[config.mk]
export PLATFORM = sky130hd
export DESIGN_NAME = spi_slave_ctrl_flat
export DESIGN_NICKNAME = d
export VERILOG_FILES = /design/src/rtl/spi_slave_ctrl_if.sv /design/src/rtl/spi_slave_ctrl.sv /design/src/flat_wrapper.sv
export SDC_FILE = /design/constraint.sdc
export NUM_CORES = 1
export LEC_CHECK = 0
export CAP_MARGIN = 20
export CORE_UTILIZATION = 55
export DETAILED_ROUTE_END_ITERATION = 8
export PLACE_DENSITY = 0.81
export SYNTH_ARGS = -nofsm -noshare
export SYNTH_HDL_FRONTEND = slang
export SYNTH_SLANG_ARGS = --single-unit
[constraint.sdc]
create_clock -name clk -period 3.2 [get_ports clk]
set_input_delay 0.48 -clock clk [delete_from_list [all_inputs] [get_ports clk]]
set_output_delay 0.48 -clock clk [all_outputs]
set_load 0.02 [all_outputs]
[src/rtl/spi_slave_ctrl_if.sv]
`default_nettype none
// +----------------------------------------------------------------------------+
// | Module   : spi_slave_ctrl_if                                               |
// | Brief    : SPI pin bundle plus TX buffer / RX strobe / status register view |
// | Revision : 1.0                                                             |
// +----------------------------------------------------------------------------+
interface spi_slave_ctrl_if #(
    parameter int CNT_W = 8
) ();
    logic             sclk;
    logic             ss_n;
    logic             mosi;
    logic             miso;
    logic             miso_oe;
    logic [7:0]       tx_data;
    logic             tx_wr;
    logic             tx_full;
    logic [7:0]       rx_data;
    logic             rx_valid;
    logic [CNT_W-1:0] ntx;
    logic             clear_ntx;
    logic             clear_flags;
    logic             underrun;
    logic             abort;

    modport slave (
        input  sclk, ss_n, mosi, tx_data, tx_wr, clear_ntx, clear_flags,
        output miso, miso_oe, tx_full, rx_data, rx_valid, ntx, underrun, abort
    );

    modport master (
        output sclk, ss_n, mosi, tx_data, tx_wr, clear_ntx, clear_flags,
        input  miso, miso_oe, tx_full, rx_data, rx_valid, ntx, underrun, abort
    );
endinterface
`default_nettype wire

[src/rtl/spi_slave_ctrl.sv]
`default_nettype none
// +----------------------------------------------------------------------------+
// | Module   : spi_slave_ctrl                                                  |
// | Brief    : Oversampled SPI mode-0 responder, LSB first, 8-bit bursts        |
// | Revision : 1.0                                                             |
// +----------------------------------------------------------------------------+
module spi_slave_ctrl #(
    parameter int SYNC_STAGES = 2,
    parameter int CNT_W       = 8
) (
    input  logic            clk,
    input  logic            rst,
    spi_slave_ctrl_if.slave bus
);
    typedef enum logic [1:0] {
        ST_WAIT_IDLE = 2'd0,
        ST_IDLE      = 2'd1,
        ST_SHIFT     = 2'd2
    } state_t;

    localparam logic [1:0] c_settle_max = 2'(SYNC_STAGES);

    logic [SYNC_STAGES-1:0] sclk_sync_q, ss_n_sync_q, mosi_sync_q;
    logic                   sclk_prev_q, ss_n_prev_q;
    logic                   w_sclk_s, w_ss_n_s, w_mosi_s;
    logic                   w_sclk_rise, w_sclk_fall, w_ss_fall;

    state_t           state_q, state_d;
    logic [1:0]       settle_q, settle_d;
    logic [7:0]       tx_buf_q, tx_buf_d;
    logic [7:0]       tx_shift_q, tx_shift_d;
    logic [7:0]       rx_shift_q, rx_shift_d;
    logic [7:0]       rx_data_q, rx_data_d;
    logic             tx_full_q, tx_full_d;
    logic             rx_valid_q, rx_valid_d;
    logic             byte_done_q, byte_done_d;
    logic [2:0]       bit_cnt_q, bit_cnt_d;
    logic [CNT_W-1:0] ntx_q, ntx_d;
    logic             underrun_q, underrun_d;
    logic             abort_q, abort_d;
    logic             w_load, w_byte_end, w_abort_set;

    assign w_sclk_s    = sclk_sync_q[SYNC_STAGES-1];
    assign w_ss_n_s    = ss_n_sync_q[SYNC_STAGES-1];
    assign w_mosi_s    = mosi_sync_q[SYNC_STAGES-1];
    assign w_sclk_rise = w_sclk_s & ~sclk_prev_q;
    assign w_sclk_fall = ~w_sclk_s & sclk_prev_q;
    assign w_ss_fall   = ~w_ss_n_s & ss_n_prev_q;

    always_comb begin
        state_d     = state_q;
        settle_d    = settle_q;
        tx_shift_d  = tx_shift_q;
        rx_shift_d  = rx_shift_q;
        rx_data_d   = rx_data_q;
        rx_valid_d  = 1'b0;
        bit_cnt_d   = bit_cnt_q;
        byte_done_d = byte_done_q;
        w_load      = 1'b0;
        w_byte_end  = 1'b0;
        w_abort_set = 1'b0;

        case (state_q)
            // Sync chain restarts at idle levels on reset; wait until it holds the real pin.
            ST_WAIT_IDLE: begin
                if (settle_q != c_settle_max) begin
                    settle_d = settle_q + 2'd1;
                end else if (w_ss_n_s) begin
                    state_d = ST_IDLE;
                end
            end
            ST_IDLE: begin
                if (w_ss_fall) begin
                    w_load      = 1'b1;
                    bit_cnt_d   = 3'd0;
                    byte_done_d = 1'b0;
                    state_d     = ST_SHIFT;
                end
            end
            ST_SHIFT: begin
                if (w_ss_n_s) begin
                    state_d     = ST_IDLE;
                    w_abort_set = (bit_cnt_q != 3'd0);
                    bit_cnt_d   = 3'd0;
                    byte_done_d = 1'b0;
                end else if (w_sclk_rise) begin
                    rx_shift_d = {w_mosi_s, rx_shift_q[7:1]};
                    bit_cnt_d  = bit_cnt_q + 3'd1;
                    if (bit_cnt_q == 3'd7) begin
                        rx_data_d   = rx_shift_d;
                        rx_valid_d  = 1'b1;
                        w_byte_end  = 1'b1;
                        byte_done_d = 1'b1;
                    end
                end else if (w_sclk_fall) begin
                    if (byte_done_q) begin
                        w_load      = 1'b1;
                        byte_done_d = 1'b0;
                    end else begin
                        tx_shift_d = {1'b0, tx_shift_q[7:1]};
                    end
                end
            end
            default: state_d = ST_WAIT_IDLE;
        endcase

        if (w_load) begin
            tx_shift_d = tx_full_q ? tx_buf_q : 8'h00;
        end

        // A write landing in the consume cycle refills the buffer immediately.
        tx_buf_d  = tx_buf_q;
        tx_full_d = tx_full_q & ~w_load;
        if (bus.tx_wr && (!tx_full_q || w_load)) begin
            tx_buf_d  = bus.tx_data;
            tx_full_d = 1'b1;
        end else if (bus.tx_wr) begin
            tx_full_d = 1'b1;
        end

        if (bus.clear_ntx) begin
            ntx_d = '0;
        end else if (w_byte_end) begin
            ntx_d = ntx_q + CNT_W'(1);
        end else begin
            ntx_d = ntx_q;
        end

        underrun_d = (w_load & ~tx_full_q) | (underrun_q & ~bus.clear_flags);
        abort_d    = w_abort_set | (abort_q & ~bus.clear_flags);
    end

    always_ff @(posedge clk) begin
        if (rst) begin
            sclk_sync_q <= '0;
            ss_n_sync_q <= '1;
            mosi_sync_q <= '0;
            sclk_prev_q <= 1'b0;
            ss_n_prev_q <= 1'b1;
            state_q     <= ST_WAIT_IDLE;
            settle_q    <= 2'd0;
            tx_buf_q    <= 8'h00;
            tx_shift_q  <= 8'h00;
            rx_shift_q  <= 8'h00;
            rx_data_q   <= 8'h00;
            tx_full_q   <= 1'b0;
            rx_valid_q  <= 1'b0;
            byte_done_q <= 1'b0;
            bit_cnt_q   <= 3'd0;
            ntx_q       <= '0;
            underrun_q  <= 1'b0;
            abort_q     <= 1'b0;
        end else begin
            sclk_sync_q <= {sclk_sync_q[SYNC_STAGES-2:0], bus.sclk};
            ss_n_sync_q <= {ss_n_sync_q[SYNC_STAGES-2:0], bus.ss_n};
            mosi_sync_q <= {mosi_sync_q[SYNC_STAGES-2:0], bus.mosi};
            sclk_prev_q <= w_sclk_s;
            ss_n_prev_q <= w_ss_n_s;
            state_q     <= state_d;
            settle_q    <= settle_d;
            tx_buf_q    <= tx_buf_d;
            tx_shift_q  <= tx_shift_d;
            rx_shift_q  <= rx_shift_d;
            rx_data_q   <= rx_data_d;
            tx_full_q   <= tx_full_d;
            rx_valid_q  <= rx_valid_d;
            byte_done_q <= byte_done_d;
            bit_cnt_q   <= bit_cnt_d;
            ntx_q       <= ntx_d;
            underrun_q  <= underrun_d;
            abort_q     <= abort_d;
        end
    end

    assign bus.miso     = (state_q == ST_SHIFT) ? tx_shift_q[0] : 1'b0;
    assign bus.miso_oe  = (state_q == ST_SHIFT);
    assign bus.tx_full  = tx_full_q;
    assign bus.rx_data  = rx_data_q;
    assign bus.rx_valid = rx_valid_q;
    assign bus.ntx      = ntx_q;
    assign bus.underrun = underrun_q;
    assign bus.abort    = abort_q;
endmodule
`default_nettype wire
[src/flat_wrapper.sv]
// flat-port wrapper written by rule: the top's interface ports become plain ports
module spi_slave_ctrl_flat 
#(
    parameter int SYNC_STAGES = 2,
    parameter int CNT_W       = 8
)
  (clk, rst, bus_sclk, bus_ss_n, bus_mosi, bus_tx_data, bus_tx_wr, bus_clear_ntx, bus_clear_flags, bus_miso, bus_miso_oe, bus_tx_full, bus_rx_data, bus_rx_valid, bus_ntx, bus_underrun, bus_abort);
  spi_slave_ctrl_if #(.CNT_W(CNT_W)) bus_i ();
  input  logic clk;
  input  logic rst;
  input wire logic [$bits(bus_i.sclk)-1:0] bus_sclk;
  input wire logic [$bits(bus_i.ss_n)-1:0] bus_ss_n;
  input wire logic [$bits(bus_i.mosi)-1:0] bus_mosi;
  input wire logic [$bits(bus_i.tx_data)-1:0] bus_tx_data;
  input wire logic [$bits(bus_i.tx_wr)-1:0] bus_tx_wr;
  input wire logic [$bits(bus_i.clear_ntx)-1:0] bus_clear_ntx;
  input wire logic [$bits(bus_i.clear_flags)-1:0] bus_clear_flags;
  output wire logic [$bits(bus_i.miso)-1:0] bus_miso;
  output wire logic [$bits(bus_i.miso_oe)-1:0] bus_miso_oe;
  output wire logic [$bits(bus_i.tx_full)-1:0] bus_tx_full;
  output wire logic [$bits(bus_i.rx_data)-1:0] bus_rx_data;
  output wire logic [$bits(bus_i.rx_valid)-1:0] bus_rx_valid;
  output wire logic [$bits(bus_i.ntx)-1:0] bus_ntx;
  output wire logic [$bits(bus_i.underrun)-1:0] bus_underrun;
  output wire logic [$bits(bus_i.abort)-1:0] bus_abort;
  assign bus_i.sclk = bus_sclk;
  assign bus_i.ss_n = bus_ss_n;
  assign bus_i.mosi = bus_mosi;
  assign bus_i.tx_data = bus_tx_data;
  assign bus_i.tx_wr = bus_tx_wr;
  assign bus_i.clear_ntx = bus_clear_ntx;
  assign bus_i.clear_flags = bus_clear_flags;
  assign bus_miso = bus_i.miso;
  assign bus_miso_oe = bus_i.miso_oe;
  assign bus_tx_full = bus_i.tx_full;
  assign bus_rx_data = bus_i.rx_data;
  assign bus_rx_valid = bus_i.rx_valid;
  assign bus_ntx = bus_i.ntx;
  assign bus_underrun = bus_i.underrun;
  assign bus_abort = bus_i.abort;
  spi_slave_ctrl #(.SYNC_STAGES(SYNC_STAGES), .CNT_W(CNT_W)) u_core (.clk(clk), .rst(rst), .bus(bus_i));
endmodule
==> results.sh <==
export IMPL_postCtsSetupBuffers=0
export IMPL_core_um2=4380
export IMPL_synth_seq_cells=59
export IMPL_synthArstFlopShare_pct=0
export IMPL_end_kind="output pin"
export IMPL_cpPeakStageDelay_ns=0.61
export IMPL_ctsHoldBuffers=0
export IMPL_seqPwrFrac_pct=43.1
export IMPL_grt_pass1_vias=1799
export IMPL_start_kind="register"
export IMPL_pre_cts_slack_ns=1.01
export IMPL_cts_root_buf="clkbuf_8"
export IMPL_avgSynthCellArea_um2=9.08
export IMPL_die_width_um=70.0
export IMPL_crit_type="register to output pin"
export IMPL_worstMarginPinSlew_ns=0.761
export IMPL_power_share_combinational_pct=12.5
export IMPL_hp_start="u_core.ss_n_sync_q[0]"
export IMPL_rrSetupSlack_ns=0.97
export IMPL_hold_violations=0
export IMPL_r2r_end="u_core.tx_buf_q[0]"
export IMPL_drc_errors=0
export IMPL_syn_num_nets=306
export IMPL_drive_gt1_share_pct=8.46
export IMPL_r2r_cells=6
export IMPL_min_path_cells=1
export IMPL_ys_warn_count=0
export IMPL_num_antenna_cells=0
export IMPL_numCtsBuffers=9
export IMPL_max_freq_mhz=422
export IMPL_total_power_uw=1830
export IMPL_run_status="finished, final reports clean"
export IMPL_slew_headroom_pct=49.2
export IMPL_antenna_found_initial=0
export IMPL_hold_class="register to register"
export IMPL_critical_path_slowest_cell="clkdlybuf4s50_1"
export IMPL_netlist_area_um2=2540
export IMPL_seq_area_frac_synth_pct=46.5
export IMPL_grt_pass1_wl_um=7780
export IMPL_synthFlopType="dfxtp_1"
export IMPL_netlist_instances=280
export IMPL_die_h_um=70.0
export IMPL_grt_max_degree=48
export IMPL_cp_cell_sequence="inv_1, ha_1, and2_1, clkdlybuf4s50_1"
export IMPL_clkPwrFrac_pct=44.4
export IMPL_drt_iter0_drc=108
export IMPL_worstReg2RegStart="u_core.state_q[0]"
export IMPL_period_share_pct=74.0
export IMPL_setup_viol=0
export IMPL_syn2layout_area_growth_pct=23.7
export IMPL_antenna_left=0
export IMPL_post_drt_wl_per_cell_um=12.2
export IMPL_final_nets=340
export IMPL_cts_buffer_depth=2
export IMPL_worst_slack_ns=0.832
export IMPL_whs_ns=0.411
export IMPL_powerDensity_nw_per_um2=582
export IMPL_cts_htree_levels=3
export IMPL_overflow=0
export IMPL_design_die_area_um2=4900
export IMPL_timing_setup_tns_ns=0
export IMPL_p_int_uw=1390
export IMPL_vias_per_cell=5.33
export IMPL_rows=24
export IMPL_ios=38
export IMPL_synth_edf_count=0
export IMPL_tritoncts="yes"
export IMPL_first_pass_iters=4
export IMPL_cp_arrival_ns=1.89
export IMPL_p_leak_uw=0.00115
export IMPL_ctsResizeCount=0
export IMPL_cts_sinks=59
export IMPL_gp_congestion=0.802
export IMPL_period_needed_ns=2.37
export IMPL_io_buffer_count=37
export IMPL_yosysTopAreaCell="dfxtp_1"
export IMPL_clk_pin_slew_ns=0.06
export IMPL_power_switching_uw=443
export IMPL_vias=1978
export IMPL_maxCapViolations=0
export IMPL_switching_share_pct=24.2
export IMPL_rsz0062_at_grt="no"
export IMPL_synth_top_area_share_pct=46.5
export IMPL_synthDistinctLibCells=43
export IMPL_ir_worst_vdd_mv=0.400
export IMPL_final_max_slew_viol_count=0
export IMPL_dpl_hpwl_um=3040
export IMPL_yosys_top_cells_area="dfxtp_1 (46%), nand2_1 (7.1%), a21oi_1 (5.1%)"
export IMPL_fin_skew_ns=0.0101
export IMPL_cp_max_fo=8
export IMPL_clk_latency_ns=0.33
export IMPL_min_to="u_core.ss_n_sync_q[1]"
export IMPL_initial_core_util_pct=58.0
export IMPL_crit_required_ns=2.72
export IMPL_drt_wl_total_um=4540
export IMPL_grtUsageTotal_pct=19.7
-- worst max-delay path: cells and delay by family, from the launching register on --
family,cells,cell delay [ns]
fa+ha+maj,1,0.30
buf+inv,2,0.71
flops,1,0.36
simple gates,1,0.19
-- routing by layer --
metal,GRT usage [%],wire length [µm]
met3,3.90,152
met1,24.7,2110
met5,0,0
met4,9.56,97
met2,32.5,2180
-- through the flow --
stage / area [µm²] / instances / util, %
floorplan: 2540 / 280 / -
global placement: 2900 / 355 / 66.2
detailed placement: 2900 / 355 / 66.2
CTS: 3140 / 371 / 71.7
global route: 3140 / 371 / 71.7
finish: 3140 / 371 / 71.7
-- power groups by stage --
| stage | Clock, µW | Sequential (µW) | Combinational [µW] |
|---|---|---|---|
| 3_3_place_gp | 0 | 804 | 224 |
| 2_1_floorplan | 0 | 799 | 173 |
| 4_1_cts | 825 | 789 | 229 |
| 3_5_place_dp | 0 | 805 | 226 |
| 6_report | 813 | 790 | 228 |
| 5_1_grt | 855 | 793 | 257 |
-- synth_stat cells (all sizes together), types with 2 or more instances --
| library cell | count |
|---|---|
| ha | 10 |
| nor2b | 9 |
| clkbuf | 9 |
| nand3b | 2 |
| nand4 | 4 |
| nand2b | 19 |
| or2 | 5 |
| buf | 6 |
| a311oi | 7 |
| xor2 | 7 |
| nand2 | 48 |
| a22oi | 2 |
| nand3 | 4 |
| dfxtp | 59 |
| xnor2 | 2 |
| nor2 | 18 |
| a21oi | 27 |
| and4bb | 2 |
| a211oi | 3 |
| mux2i | 8 |
| a32oi | 2 |
| and2 | 6 |
| inv | 7 |
| and3 | 2 |
-- how the worst max path moves through the flow --
stage / startpoint / end / slack (ns) / cells past startpoint
6_report: u_core.state_q[0] / bus_miso / 0.83 / 4
5_1_grt: u_core.state_q[0] / bus_miso / 0.74 / 4
3_3_place_gp: u_core.state_q[0] / u_core.tx_buf_q[3] / 1.10 / 6
2_1_floorplan: u_core.state_q[0] / u_core.tx_shift_q[6] / 1.32 / 7
4_1_cts: u_core.state_q[0] / bus_miso / 0.83 / 4
3_5_place_dp: u_core.state_q[0] / u_core.tx_buf_q[1] / 1.01 / 6
-- sequential cells by signal (all words and copies together) (netlist names), 2 cells and up --
register,cells
u_core.bus.rx_data,8
u_core.ss_n_sync_q,2
u_core.bit_cnt_q,3
u_core.state_q,2
u_core.rx_shift_q,7
u_core.mosi_sync_q,2
u_core.sclk_sync_q,2
u_core.bus.ntx,8
u_core.settle_q,2
u_core.tx_buf_q,8
u_core.tx_shift_q,8
-- cell usage in the layout (no fill, tap or decap), drive strengths merged, types with 6 or more instances in the layout --
cell,netlist,routed
nand2,48,48
ha,10,10
a311oi,7,7
mux2i,8,8
clkbuf,9,10
nor2,18,18
nor2b,9,9
and2,6,6
inv,7,7
dfxtp,59,59
clkdlybuf4s50,0,36
nand2b,19,19
xor2,7,7
a21oi,27,27
-- kinds of logic (layout without fill, tap and decap cells) --
kind of cell             after synthesis  after routing  synth area share (%)
AO/OA/AOI/OAI                         49             49                  13.8
flip-flops                            59             59                  46.5
AND/OR/NAND/NOR                      123            123                  24.5
multiplexers                           8              8                  3.15
XOR/XNOR                               9              9                  3.10
buffers and inverters                 22             61                  3.99
adder cells (fa/ha/maj)               10             10                  4.92
-- layout make-up --
cell class	count	area, µm²
clock inverters	7	116
clock buffers	9	124
multi-input cells	199	1260
well taps	52	65.1
repair buffers	38	373
inverters	7	26.3
flip-flops and latches	59	1180
fillers	327	1240
Note: power is estimated with default switching activity, not from simulation.
==> edit 1 (same flow settings) <==
`rx_shift_q` no longer has a reset.
--- a/src/rtl/spi_slave_ctrl.sv
+++ b/src/rtl/spi_slave_ctrl.sv
@@ -141,7 +141,6 @@
             settle_q    <= 2'd0;
             tx_buf_q    <= 8'h00;
             tx_shift_q  <= 8'h00;
-            rx_shift_q  <= 8'h00;
             rx_data_q   <= 8'h00;
             tx_full_q   <= 1'b0;
             rx_valid_q  <= 1'b0;
@@ -160,7 +159,6 @@
             settle_q    <= settle_d;
             tx_buf_q    <= tx_buf_d;
             tx_shift_q  <= tx_shift_d;
-            rx_shift_q  <= rx_shift_d;
             rx_data_q   <= rx_data_d;
             tx_full_q   <= tx_full_d;
             rx_valid_q  <= rx_valid_d;
@@ -170,6 +168,10 @@
             underrun_q  <= underrun_d;
             abort_q     <= abort_d;
         end
+    end
+
+    always_ff @(posedge clk) begin
+        rx_shift_q <= rx_shift_d;
     end
 
     assign bus.miso     = (state_q == ST_SHIFT) ? tx_shift_q[0] : 1'b0;
Function: no difference found for any inputs over 10 cycles, from zero or initial values and one cycle with rst high; that may be too few to reach the edited logic, so the function may still have changed.
==> edit 1 against the unedited design <==
  * Routed wire length down 0.20%
  * Area after synthesis down 3.0%
  * Setup slack better by 0.025 ns
  * First-iteration DRC count down 18%
  * Power down 7.2%
  * Fmax up 1.1%
  * Worst hold slack better by 0.013 ns
  * Design area down 3.9%
  * Sequential cell count unchanged
==> edit 1: results (changes against the unedited design) <==
RUN_STATUS='finished clean'  # unchanged
GRT_PASS1_WL_UM=7224  # was 7783 µm
LEAKAGEPOWER_nW=1.112  # was 1.154 nW
ROUTEDWLPERCELL_UM=13.11  # was 12.25 µm
IRDROPWORSTVDD_uV=323.2  # was 400.2 µV
ROUTABILITYCONGESTION=0.7790  # was 0.8020
ASYNC_FLOP_SHARE_PCT=0  # unchanged
REG2REG_SETUP_SLACK_NS=0.92  # was 0.97 ns
WORSTPATHMAXFANOUT=6  # was 8
YOSYSUNIQUECELLTYPES=42  # was 43
POST_DP_CELL_AREA_UM2=2836  # was 2904 µm²
FILL_CELLS=323  # was 327
SYNTH_TOP_CELLS_BY_COUNT='dfxtp_1, nand2_1, a21oi_1, nand2b_1, nor2_1'  # unchanged
VIAS=1833  # was 1978
DRTITER0DRC=89  # was 108
NUMBER_OF_GLOBAL_ROUTE_VIAS_BEFORE_REPAIR=1697  # was 1799
END_OF_THE_WORST_REGISTER_TO_REGISTER_PATH='u_core.tx_buf_q[3]'  # was u_core.tx_buf_q[0]
SYNTH.YOSYS.SEQ_AREA_SHARE_PCT=50.74  # was 46.48%
DETAIL_ROUTE.FIRST_PASS.ITERATIONS=4  # unchanged
DRIVE_ABOVE_1_SHARE_PCT=8.108  # was 8.464%
FIN_NETS=317  # was 340
FINAL.SETUP_SKEW_NS=0.006972  # was 0.01006 ns
P_SW_uW=451.0  # was 443.3 µW
POST_SYNTH_NET_TOTAL=282  # was 306
FINISH.CELL_COUNT_WITHOUT_FILLERS=346  # was 371
TIMING.CRITICAL_PATH.ARRIVAL_NS=1.86  # was 1.89 ns
GRT_USAGE_PCT=21.30  # was 19.74%
GRT_START_MAX_NET_PINS=23  # was 48
PLACEDCELLCOUNT=330  # was 355
-- edit 1: cell types whose count changed after synthesis, sizes merged, moves of 2 or more --
cell / before / now
or3: 0 / 2
nor2b: 9 / 6
and2: 6 / 4
nand2: 48 / 35
a21oi: 27 / 21
nand3: 4 / 6
edfxtp: 0 / 7
a22oi: 2 / 0
dfxtp: 59 / 52
-- edit 1: cell families (layout without fill, tap and decap cells) --
| group | Yosys count | count (layout) | synth area share, % |
|---|---|---|---|
| compound gates | 42 | 42 | 11.42 |
| xor+xnor | 8 | 8 | 2.841 |
| fa+ha+maj | 10 | 10 | 5.074 |
| buf+inv | 23 | 63 | 4.363 |
| flops | 59 | 59 | 50.74 |
| mux | 8 | 8 | 3.247 |
| simple gates | 106 | 106 | 22.32 |
-- edit 1: per-stage QoR --
stage	setup WS, ns	util (%)	hold slack, ns
6_report	0.8573	72.89	0.4239
5_1_grt	0.7546	72.89	0.4568
4_1_cts	0.8357	72.89	0.4304
3_5_place_dp	0.9369	68.45	0.4057
3_3_place_gp	1.026	68.45	0.4024
2_1_floorplan	1.376	-	0.3895
-- edit 1: how the worst max path moves through the flow --
stage	to	slack, ns	depth (start not counted)
after CTS	bus_miso	0.84	4
after floorplan	u_core.tx_buf_q[0]	1.38	8
after detailed placement	u_core.tx_buf_q[3]	0.94	6
after global placement	u_core.tx_buf_q[7]	1.03	6
after global routing	bus_miso	0.75	4
final	bus_miso	0.86	4
-- edit 1: power groups by stage --
stage	combinational (mW)	sequential [mW]	clock [mW]
2_1_floorplan	0.198	0.817	0
3_3_place_gp	0.252	0.822	0
3_5_place_dp	0.258	0.825	0
4_1_cts	0.263	0.809	0.640
5_1_grt	0.293	0.814	0.668
6_report	0.259	0.809	0.632
-- edit 1: layer usage --
metal | global-route usage (%) | vias to the layer above | part of all wire [%]
li1 | - | 946 | -
met1 | 25.67 | 827 | 48
met2 | 34.22 | 48 | 46
met3 | 4.934 | 12 | 4.0
met4 | 13.01 | 0 | 2.5
met5 | 0 | - | 0
-- edit 1: worst max-delay path: cells and delay by family (launching register included) --
| kind | cells | cell delay (ns) |
|---|---|---|
| flops | 1 | 0.35 |
| fa+ha+maj | 1 | 0.30 |
| buf+inv | 2 | 0.70 |
| simple gates | 1 | 0.17 |
-- edit 1: area by class of cell --
class	instances	area, µm²	share of cell area, %
Sequential cell	59	1251	41.42
Multi-Input combinational cell	174	1107	36.66
Timing Repair Buffer	39	385.4	12.76
Clock buffer	10	127.6	4.225
Tap cell	50	62.56	2.071
Clock inverter	6	56.30	1.864
Inverter	8	30.03	0.9942
==> edit 2 (same settings) <==
Made on the original files. `CNT_W` is set to 8 in 3 places; all go to 10.
--- a/src/rtl/spi_slave_ctrl_if.sv
+++ b/src/rtl/spi_slave_ctrl_if.sv
@@ -5,7 +5,7 @@
 // | Revision : 1.0                                                             |
 // +----------------------------------------------------------------------------+
 interface spi_slave_ctrl_if #(
-    parameter int CNT_W = 8
+    parameter int CNT_W = 10
 ) ();
     logic             sclk;
     logic             ss_n;
--- a/src/rtl/spi_slave_ctrl.sv
+++ b/src/rtl/spi_slave_ctrl.sv
@@ -6,7 +6,7 @@
 // +----------------------------------------------------------------------------+
 module spi_slave_ctrl #(
     parameter int SYNC_STAGES = 2,
-    parameter int CNT_W       = 8
+    parameter int CNT_W       = 10
 ) (
     input  logic            clk,
     input  logic            rst,
--- a/src/flat_wrapper.sv
+++ b/src/flat_wrapper.sv
@@ -2,7 +2,7 @@
 module spi_slave_ctrl_flat 
 #(
     parameter int SYNC_STAGES = 2,
-    parameter int CNT_W       = 8
+    parameter int CNT_W       = 10
 )
   (clk, rst, bus_sclk, bus_ss_n, bus_mosi, bus_tx_data, bus_tx_wr, bus_clear_ntx, bus_clear_flags, bus_miso, bus_miso_oe, bus_tx_full, bus_rx_data, bus_rx_valid, bus_ntx, bus_underrun, bus_abort);
   spi_slave_ctrl_if #(.CNT_W(CNT_W)) bus_i ();
Interface: changed (resized bus_ntx); port bits go from 38 to 40. No check against the original RTL was run, so the function may have changed too.
==> edit 2 against the unedited design <==
  * Clock power decreased by 9.6%
  * Worst hold slack got worse by 0.0028 ns
  * Area after synthesis increased by 0.34%
  * Power decreased by 1.8%
  * Count of clock-buffer cells in the layout increased by 1
  * Non-clock buffer count up 2
  * Sequential cell count is 2 higher
  * Routed wire length increased by 4.4%
  * Setup slack improved by 0.011 ns
  * First-iteration DRC count down 10%
  * Design area increased by 0.20%
  * Critical endpoint unchanged
  * Cell count is 3.5% higher
==> edit 2: results (changes against the unedited design) <==
DRTITER0DRC=97  # was 108
CRITICAL_PATH.STARTPOINT_TYPE='flip-flop'  # unchanged
GRT_USAGE_PCT=21.55  # was 19.74%
MET3_GRT_UTIL_PCT=6.061  # was 3.896%
HOLD_WS_NS=0.4078  # was 0.4106 ns
HOLD_PATH.CLASS='flip-flop to flip-flop'  # unchanged
CLK_TRANSITION_REPORTED_PATHS_NS=0.07
SYNTH_TOP_CELLS_BY_COUNT='nand2_1, dfxtp_1, a21oi_1, nor2_1'  # was dfxtp_1, nand2_1, a21oi_1, nand2b_1, nor2_1
DRT-TOTAL-WL_UM=4742  # was 4544 µm
CLK-INSERTION-DELAY-LATE_NS=0.34
RR_STARTPOINT='u_core.state_q[0]'  # unchanged
FILL_CELLS=358  # was 327
TIMING.REG2REG.WORST_PATH_DEPTH=6  # unchanged
ASYNC_FLOP_SHARE_PCT=0  # unchanged
POST_DP_CELL_AREA_UM2=2935  # was 2904 µm²
FIN_NETS=353  # was 340
LAYOUT_MIN_CYCLE_TIME_NS=2.357  # was 2.368 ns
END_OF_THE_WORST_REGISTER_TO_REGISTER_PATH='u_core.tx_buf_q[0]'  # unchanged
ROUTABILITYCONGESTION=0.8299  # was 0.8020
IRDROPWORSTVDD_uV=390.3  # was 400.2 µV
DOMINANTREGCELLSYNTH='dfxtp_1'  # unchanged
POSTCTSSETUPREPAIRBUFS=0  # unchanged
WORSTPATHMAXFANOUT=9  # was 8
DRIVE_ABOVE_1_SHARE_PCT=7.229  # was 8.464%
HTREEDEPTH=3  # unchanged
CTS_MAX_PATH_BUFFERS=2  # unchanged
NUMPORTBUFFERS=39  # was 37
TIMING.SLEW.HEADROOM_PCT=60.79  # was 49.25%
POST_SYNTH_NET_TOTAL=318  # was 306
SYNTH.YOSYS.SEQ_AREA_SHARE_PCT=47.89  # was 46.48%
CLK_ROOT_BUFFER_CELL='clkbuf_8'  # unchanged
TIMING.CRITICAL_PATH.ARRIVAL_NS=1.88
GROUTE.LAYER.MET2.USAGE_PCT=34.62  # was 32.48%
GR-USAGE-MET1_PCT=26.72  # was 24.70%
RUN_STATUS='finished clean'  # unchanged
YOSYSUNIQUECELLTYPES=41  # was 43
TOTAL_INSERTED_ANTENNA_CELLS=0  # unchanged
DRT-VIAS-PER-INSTANCE=5.284  # was 5.332
GRT_START_MAX_NET_PINS=42  # was 48
ENDPOINT_WORST_HOLD='u_core.ss_n_sync_q[1]'  # unchanged
LARGEST_REGISTER_FF_COUNT=10
TIMING.HOLD.WORST_PATH_DEPTH=1  # unchanged
FINAL.SETUP_SKEW_NS=0.009188  # was 0.01006 ns
GRT_PASS1_WL_UM=8390  # was 7783 µm
TRITONCTS.NUM_BUFFERS=9  # unchanged
POST-PLACE-WS_NS=0.9406  # was 1.009 ns
HPWL_UM=3133  # was 3043 µm
SYNTH.TOP_CELLS.BY_AREA='dfxtp_1, nand2_1, a21oi_1'  # unchanged
LEAKAGEPOWER_nW=1.141  # was 1.154 nW
NUMBER_OF_GLOBAL_ROUTE_VIAS_BEFORE_REPAIR=1888  # was 1799
GRT_ANTENNA_BEFORE_REPAIR=0  # unchanged
-- edit 2: worst max path at each step --
stage	endpoint	depth (start not counted)
6_report	bus_miso	4
5_1_grt	u_core.tx_buf_q[6]	6
4_1_cts	bus_miso	4
3_5_place_dp	u_core.tx_buf_q[7]	6
3_3_place_gp	u_core.tx_buf_q[5]	6
2_1_floorplan	u_core.tx_buf_q[0]	8
-- edit 2: final cells by class --
cell class | instances | share of cell area (%)
clock inverter | 6 | 2.780
inverter | 8 | 0.9531
timing repair buffer | 40 | 12.63
multi-input combinational | 207 | 38.76
clock buffer | 10 | 4.051
tap | 52 | 2.065
sequential | 61 | 38.76
-- edit 2: per-layer routing --
layer / vias to the layer above / part of all wire (%)
met5: - / 0
met4: 0 / 1.7
met3: 9 / 4.1
met2: 48 / 47
met1: 915 / 47
li1: 1057 / -
-- edit 2: worst max-delay path, cell delays in order, from the launching register on --
cell and delay, ns:
dfxtp_1 0.35, inv_1 0.11, ha_1 0.32, and2_1 0.17, clkdlybuf4s50_1 0.60
-- edit 2: cells by family after synthesis --
kind of cell / after synthesis / synth area share (%)
compound gates: 51 / 12.81
xor+xnor: 9 / 3.091
fa+ha+maj: 10 / 4.907
buf+inv: 24 / 4.220
flops: 61 / 47.89
mux: 10 / 3.926
simple gates: 127 / 23.16
-- edit 2: report_power, final --
group	switching (mW)	total (mW)	internal [mW]
Combinational	0.133	0.246	0.114
Clock	0.299	0.735	0.437
Sequential	0.0248	0.817	0.792
-- edit 2: stage by stage --
step,std cells,util (%)
final,384,71.37
after global routing,384,71.37
after CTS,384,71.37
after detailed placement,368,66.50
after global placement,368,66.50
after floorplan,292,-
